$ cat src/rtl/score_pkg.sv
// Shared types and helpers for the score controller: game phase encoding and BCD utilities.
// Pure declarations; no state, no latency.
package score_pkg;

    typedef enum logic [1:0] {
        IDLE = 2'd0,
        PLAY = 2'd1,
        OVER = 2'd2
    } state_t;

    localparam int BCD_W = 4;
    localparam logic [BCD_W-1:0] BCD_MAX = 4'd9;

    typedef logic [4*BCD_W-1:0] bcd4_t;

    // Digit-wise compare from the most significant digit down; first differing digit decides.
    function automatic logic bcd_gt(input bcd4_t a, input bcd4_t b);
        logic gt;
        logic done;
        gt   = 1'b0;
        done = 1'b0;
        for (int i = 3; i >= 0; i--) begin
            if (!done && (a[i*BCD_W +: BCD_W] != b[i*BCD_W +: BCD_W])) begin
                gt   = (a[i*BCD_W +: BCD_W] > b[i*BCD_W +: BCD_W]);
                done = 1'b1;
            end
        end
        return gt;
    endfunction

endpackage

$ cat src/rtl/score_ctrl_collision_cond.sv
// Turns a raw collision level into a single accept pulse per rising edge, then ignores edges for HOLDOFF_CYCLES.
// accept is combinational in the edge cycle; no backpressure.
module collision_cond #(
    parameter int HOLDOFF_CYCLES = 16
) (
    input  logic clk,
    input  logic reset,
    input  logic enable,
    input  logic collision,
    output logic accept
);

    localparam int HW = $clog2(HOLDOFF_CYCLES + 1);

    logic [HW-1:0] holdoff;
    logic          coll_q;

    assign accept = enable && collision && !coll_q && (holdoff == '0);

    // History and hold-off run in every phase so an edge is always relative to the previous cycle.
    always_ff @(posedge clk) begin
        if (!reset) begin
            holdoff <= '0;
            coll_q  <= 1'b0;
        end else begin
            coll_q <= collision;
            if (accept) begin
                holdoff <= HW'(HOLDOFF_CYCLES);
            end else if (holdoff != '0) begin
                holdoff <= holdoff - HW'(1);
            end
        end
    end

endmodule

$ cat src/rtl/score_ctrl.sv
// Game-phase FSM driving the BCD score counter, tracking the best score and choosing the displayed value.
// score_inc/score_clr are registered one cycle after their cause; no backpressure.
module score_ctrl
    import score_pkg::*;
#(
    parameter int HOLDOFF_CYCLES = 16,
    parameter int DISP_CYCLES    = 50_000_000
) (
    input  logic             clk,
    input  logic             reset,
    input  logic             start,
    input  logic             game_over,
    input  logic             collision,
    input  logic [BCD_W-1:0] thous,
    input  logic [BCD_W-1:0] huns,
    input  logic [BCD_W-1:0] tens,
    input  logic [BCD_W-1:0] ones,
    output logic             score_inc,
    output logic             score_clr,
    output logic [BCD_W-1:0] best_thous,
    output logic [BCD_W-1:0] best_huns,
    output logic [BCD_W-1:0] best_tens,
    output logic [BCD_W-1:0] best_ones,
    output logic             new_best,
    output logic             disp_sel,
    output logic [BCD_W-1:0] disp_thous,
    output logic [BCD_W-1:0] disp_huns,
    output logic [BCD_W-1:0] disp_tens,
    output logic [BCD_W-1:0] disp_ones,
    output logic [1:0]       state
);

    localparam int TW = (DISP_CYCLES > 1) ? $clog2(DISP_CYCLES) : 1;

    state_t        cur, nxt;
    bcd4_t         best_q, best_nx, cur_score, disp_score;
    logic [TW-1:0] timer, timer_nx;
    logic          inc_nx, clr_nx, nb_nx, dsel_nx;
    logic          cmp_pend, pend_nx;
    logic          accept, saturated, coll_en;

    assign cur_score = {thous, huns, tens, ones};
    assign saturated = (thous == BCD_MAX) && (huns == BCD_MAX) &&
                       (tens == BCD_MAX) && (ones == BCD_MAX);

    // game_over in the same cycle discards the edge entirely, hold-off included.
    assign coll_en = (cur == PLAY) && !game_over;

    collision_cond #(
        .HOLDOFF_CYCLES(HOLDOFF_CYCLES)
    ) u_cond (
        .clk      (clk),
        .reset    (reset),
        .enable   (coll_en),
        .collision(collision),
        .accept   (accept)
    );

    always_ff @(posedge clk) begin
        if (!reset) begin
            cur       <= IDLE;
            score_inc <= 1'b0;
            score_clr <= 1'b0;
            best_q    <= '0;
            new_best  <= 1'b0;
            disp_sel  <= 1'b0;
            timer     <= '0;
            cmp_pend  <= 1'b0;
        end else begin
            cur       <= nxt;
            score_inc <= inc_nx;
            score_clr <= clr_nx;
            best_q    <= best_nx;
            new_best  <= nb_nx;
            disp_sel  <= dsel_nx;
            timer     <= timer_nx;
            cmp_pend  <= pend_nx;
        end
    end

    always_comb begin
        nxt      = cur;
        inc_nx   = 1'b0;
        clr_nx   = 1'b0;
        best_nx  = best_q;
        nb_nx    = new_best;
        dsel_nx  = disp_sel;
        timer_nx = timer;
        pend_nx  = cmp_pend;

        // Deferred one edge into OVER so a final increment has reached the counter.
        if ((cur == OVER) && cmp_pend) begin
            pend_nx = 1'b0;
            if (bcd_gt(cur_score, best_q)) begin
                best_nx = cur_score;
                nb_nx   = 1'b1;
            end else begin
                nb_nx   = 1'b0;
            end
        end

        case (cur)
            IDLE: begin
                if (start) begin
                    nxt    = PLAY;
                    clr_nx = 1'b1;
                end
            end
            PLAY: begin
                inc_nx = accept && !saturated;
                if (game_over) begin
                    nxt      = OVER;
                    pend_nx  = 1'b1;
                    timer_nx = '0;
                    dsel_nx  = 1'b0;
                end
            end
            OVER: begin
                if (start) begin
                    nxt      = PLAY;
                    clr_nx   = 1'b1;
                    nb_nx    = 1'b0;
                    dsel_nx  = 1'b0;
                    timer_nx = '0;
                end else if (timer == TW'(DISP_CYCLES - 1)) begin
                    timer_nx = '0;
                    dsel_nx  = !disp_sel;
                end else begin
                    timer_nx = timer + TW'(1);
                end
            end
            default: nxt = IDLE;
        endcase
    end

    assign disp_score = disp_sel ? best_q : cur_score;

    assign best_thous = best_q[15:12];
    assign best_huns  = best_q[11:8];
    assign best_tens  = best_q[7:4];
    assign best_ones  = best_q[3:0];

    assign disp_thous = disp_score[15:12];
    assign disp_huns  = disp_score[11:8];
    assign disp_tens  = disp_score[7:4];
    assign disp_ones  = disp_score[3:0];

    assign state = cur;

endmodule

$ cat config.mk
export PLATFORM = sky130hd
export DESIGN_NAME = score_ctrl
export DESIGN_NICKNAME = d
export VERILOG_FILES = /design/src/rtl/score_pkg.sv /design/src/rtl/score_ctrl_collision_cond.sv /design/src/rtl/score_ctrl.sv
export SDC_FILE = /design/constraint.sdc
export NUM_CORES = 1
export LEC_CHECK = 0
export ABC_AREA = 1
export CORE_ASPECT_RATIO = 1.1
export CORE_MARGIN = 2
export CORE_UTILIZATION = 45
export CTS_BUF_LIST = sky130_fd_sc_hd__clkbuf_4 sky130_fd_sc_hd__clkbuf_8
export DETAILED_ROUTE_END_ITERATION = 7
export PLACE_DENSITY = 0.72
export SLEW_MARGIN = 40
export SYNTH_ARGS = -nofsm -noshare
export SYNTH_HDL_FRONTEND = slang
export SYNTH_SLANG_ARGS = --single-unit
$ cat constraint.sdc
create_clock -name clk -period 1.9 [get_ports clk]
set_clock_uncertainty 0.2 [all_clocks]
set_input_delay 0.57 -clock clk [delete_from_list [all_inputs] [get_ports clk]]
set_output_delay 0.57 -clock clk [all_outputs]
set_load 0.02 [all_outputs]
==> reports/metrics.yaml <==
global_routing:
  grt-ovfl-total: 0
  grt_pass1_wl_um: 19130
  antenna_found_initial: 0
  track_usage: 0.2976
  grt_max_degree: 17
  grt_pass1_vias: 4059
place:
  gp_congestion: 0.8162
  hpwl_um: 6671
  portBuffers: 58
  place_inst: 678
route:
  drc: 0
  viasPerCell: 5.642
  met1Wirelength_um: 4909
  routedWlPerCell_um: 18.78
  finalWirelength_um: 13810
  drt_iter0_markers: 198
  wl_met3_um: 832
  drtPass1Iterations: 5
  antenna_left: 0
  vias: 4147
  routed.top_layer: "met4"
  wl_met2_um: 7083
logic_synthesis:
  synth_edf_count: 0
  async_flop_share: 0
  syn_area_um2: 3357
  synth.distinct_cells: 37
  ys_seq_area_frac: 0.3280
  ys.flop_type: "dfxtp_1"
  syn_inst: 475
  synthesis.nets: 514
  syn_area_per_cell_um2: 7.067
  ys_seq_elements: 55
  ys_warn_count: 0
sta:
  fin_crit_sh: 1.197
  slew_headroom: 0.7506
  setup_slack_ps: -374.2
  worst_slew_pin_slew_ps: 373.7
  hold_violations: 0
  slew_violations: 0
  setup_viol: 38
  max_freq_mhz: 439.7
  fin_crit_ps: 2274
  grt_setup_unrepaired: "yes"
power:
  clkPwrFrac: 0.247
  p_comb_frac: 0.285
  total_power_mw: 2.604
  peakVddDrop_mv: 0.3640
  switchingPower_uw: 822.0
  p_int_mw: 1.782
  p_per_area_nw_per_um2: 434.5
  p_leak_nw: 2.736
  pwr-share-seq: 0.467
  p_sw_frac: 0.3157
worst_hold_path:
  min_path_cells: 2
  min-delay-path-class: "reg -> reg"
  min_to: "timer[23]"
  min_from: "timer[23]"
clocking:
  clockRootBuffer: "clkbuf_8"
  cts.path.max_buffers: 2
  cts_hold_buf: 0
  numCtsBuffers: 5
  clk_pin_slew_ps: 100
  cts_tree: "yes"
  htreeDepth: 2
  worstSkewPairLatency_ps: 310
  cts.sinks: 55
setup_path:
  end_kind: "flop"
  crit_fanout: 7
  cp.required_ps: 1900
  rr_endpoint: "best_q[4]"
  start_kind: "primary input"
  rr_startpoint: "best_q[3]"
  path_class: "in -> reg"
  rrSetupSlack_ps: -370
  rr_worst_depth: 17
  arrival_ps: 2280
floorplan:
  row_count: 33
  coreArea_um2: 7350
  dieArea_um2: 8167
  die_y_um: 94.59
  die-width_um: 86.35
  io_pins: 59
  initial_core_util: 0.4568
run:
  cap_violations: 0
status:
  violations: "setup timing"
  status: "finished with violations"
cells_and_area:
  drive_gt1_frac: 0.5417
  multi_input_area_um2: 2596
  num-nets-final: 688
  areaGrowthSynthToFinish_pct: 78.49
  nFillCells: 424
  antenna_cells: 0
  fin_cells: 735
  ff_latch_area_um2: 1142
-- cell type report --
class                           count  share of cell area
Sequential cell                    55              0.1906
Tap cell                           87             0.01817
Multi-Input combinational cell    333              0.4333
Inverter                           72             0.04594
Timing Repair Buffer              182              0.2992
Clock inverter                      1            0.001253
Clock buffer                        5             0.01148
-- placed cells by master (no fill, tap or decap), types with 8 or more instances in the layout --
cell | synthesis | final
dfxtp_2 | 0 | 12
nor3_1 | 11 | 10
nand2_1 | 92 | 66
dfxtp_1 | 55 | 36
inv_1 | 68 | 53
nor2_4 | 9 | 10
nand3_2 | 2 | 15
o21ai_4 | 0 | 10
nor2_2 | 13 | 16
buf_4 | 0 | 85
buf_12 | 1 | 18
clkbuf_2 | 0 | 8
ha_4 | 0 | 15
nand4_1 | 15 | 15
a21oi_2 | 1 | 17
nor2_1 | 41 | 37
inv_2 | 4 | 17
buf_2 | 7 | 9
buf_6 | 0 | 36
nand2_4 | 3 | 16
nand3_1 | 30 | 15
nand2_2 | 8 | 20
a21oi_1 | 39 | 21
dlygate4sd2_1 | 0 | 15
-- synth_stat cells, types with 2 or more instances --
cell type  number  area, µm²
o211ai_1        2      15.01
nor2_4          9      101.4
dfxtp_1        55       1101
nor2_1         41      153.9
a211oi_1        3      22.52
xnor2_1         2      17.52
nand2_4         3      33.78
nor3_2          3      30.03
nand4_2         2      25.02
o21bai_1        2      15.01
ha_1           18      225.2
inv_2           4      15.01
inv_1          68      255.2
nand2_1        92      345.3
a21oi_1        39      195.2
nor3_1         11      55.05
o21ai_0        21      105.1
nand3_2         2      20.02
nand3_1        30      150.1
nand2_2         8      50.05
o21ai_2         2      17.52
nand4_1        15      93.84
buf_2           7      35.03
clkbuf_1        7      26.28
xor2_1          5      43.79
nor2_2         13      81.33
-- flip-flops by register name, summed over array words and instances, names as in the netlist --
| name | count |
|---|---|
| best_q | 16 |
| cmp_pend | 1 |
| disp_sel | 1 |
| new_best | 1 |
| score_clr | 1 |
| score_inc | 1 |
| state | 2 |
| timer | 26 |
| u_cond.coll_q | 1 |
| u_cond.holdoff | 5 |
-- power groups by stage --
stage / Combinational (mW) / Clock [mW] / Sequential, mW
finish: 0.743 / 0.644 / 1.22
global route: 0.783 / 0.688 / 1.22
CTS: 0.656 / 0.638 / 1.22
detailed placement: 0.563 / 0 / 1.25
global placement: 0.537 / 0 / 1.24
floorplan: 0.309 / 0 / 1.25
-- logic make-up (layout without fill, tap and decap cells) --
kind of cell	after synthesis	count (layout)	synth area share
AND/OR/NAND/NOR	236	236	0.3638
buffers and inverters	87	260	0.1047
AO/OA/AOI/OAI	72	72	0.1181
flip-flops	55	55	0.3280
adder cells (fa/ha/maj)	18	18	0.06709
XOR/XNOR	7	7	0.01826
-- metal layers --
metal / global-route usage / up-vias
li1: - / 1884
met1: 0.3063 / 1955
met2: 0.5558 / 226
met3: 0.06906 / 82
met4: 0.1523 / 0
met5: 0 / -
-- worst max-delay path by stage --
| stage | from | end | slack (ps) |
|---|---|---|---|
| 2_1_floorplan | disp_sel | disp_huns[0] | -80 |
| 3_3_place_gp | huns[2] | disp_huns[2] | -830 |
| 3_5_place_dp | huns[0] | disp_huns[0] | -880 |
| 4_1_cts | ones[3] | best_q[12] | -190 |
| 5_1_grt | ones[3] | best_q[6] | -440 |
| 6_report | ones[3] | best_q[4] | -370 |
-- worst max-delay path, stage by stage --
cell     delay (ps)
buf_6            90
buf_6           110
ha_4            280
nand2_2          70
inv_2            70
nand2_1          60
nand2_1          90
nand2_1          80
nand2_2          80
nand2_2          70
nand2_2          80
nand2_4          70
nand2_8         100
buf_12          110
buf_12          130
nand3_2          70
nand2_1          80
nor2_1           60
-- what timing repair did --
| action | 4_1_cts | 5_1_grt |
|---|---|---|
| gates resized for setup | 300 | 121 |
| cloned | 9 | 0 |
| endpoints found under the setup margin | 67 | 63 |
| setup buffers | 26 | 25 |
| pin swaps | 38 | 41 |
-- per-stage QoR --
| stage | setup WS, ps | cell area, µm² | utilization | TNS, ps | hold WS (ps) |
|---|---|---|---|---|---|
| floorplan | -75.28 | 3456 | - | -1904 | 230.5 |
| global placement | -825.2 | 4659 | 0.6340 | -32530 | 247.3 |
| detailed placement | -878.6 | 4659 | 0.6340 | -33310 | 259.2 |
| CTS | -193.4 | 5597 | 0.7615 | -4507 | 279.9 |
| global route | -439.1 | 5992 | 0.8153 | -9400 | 292.9 |
| finish | -374.2 | 5992 | 0.8153 | -7468 | 305.6 |
Power figures use the tool's default switching activity.
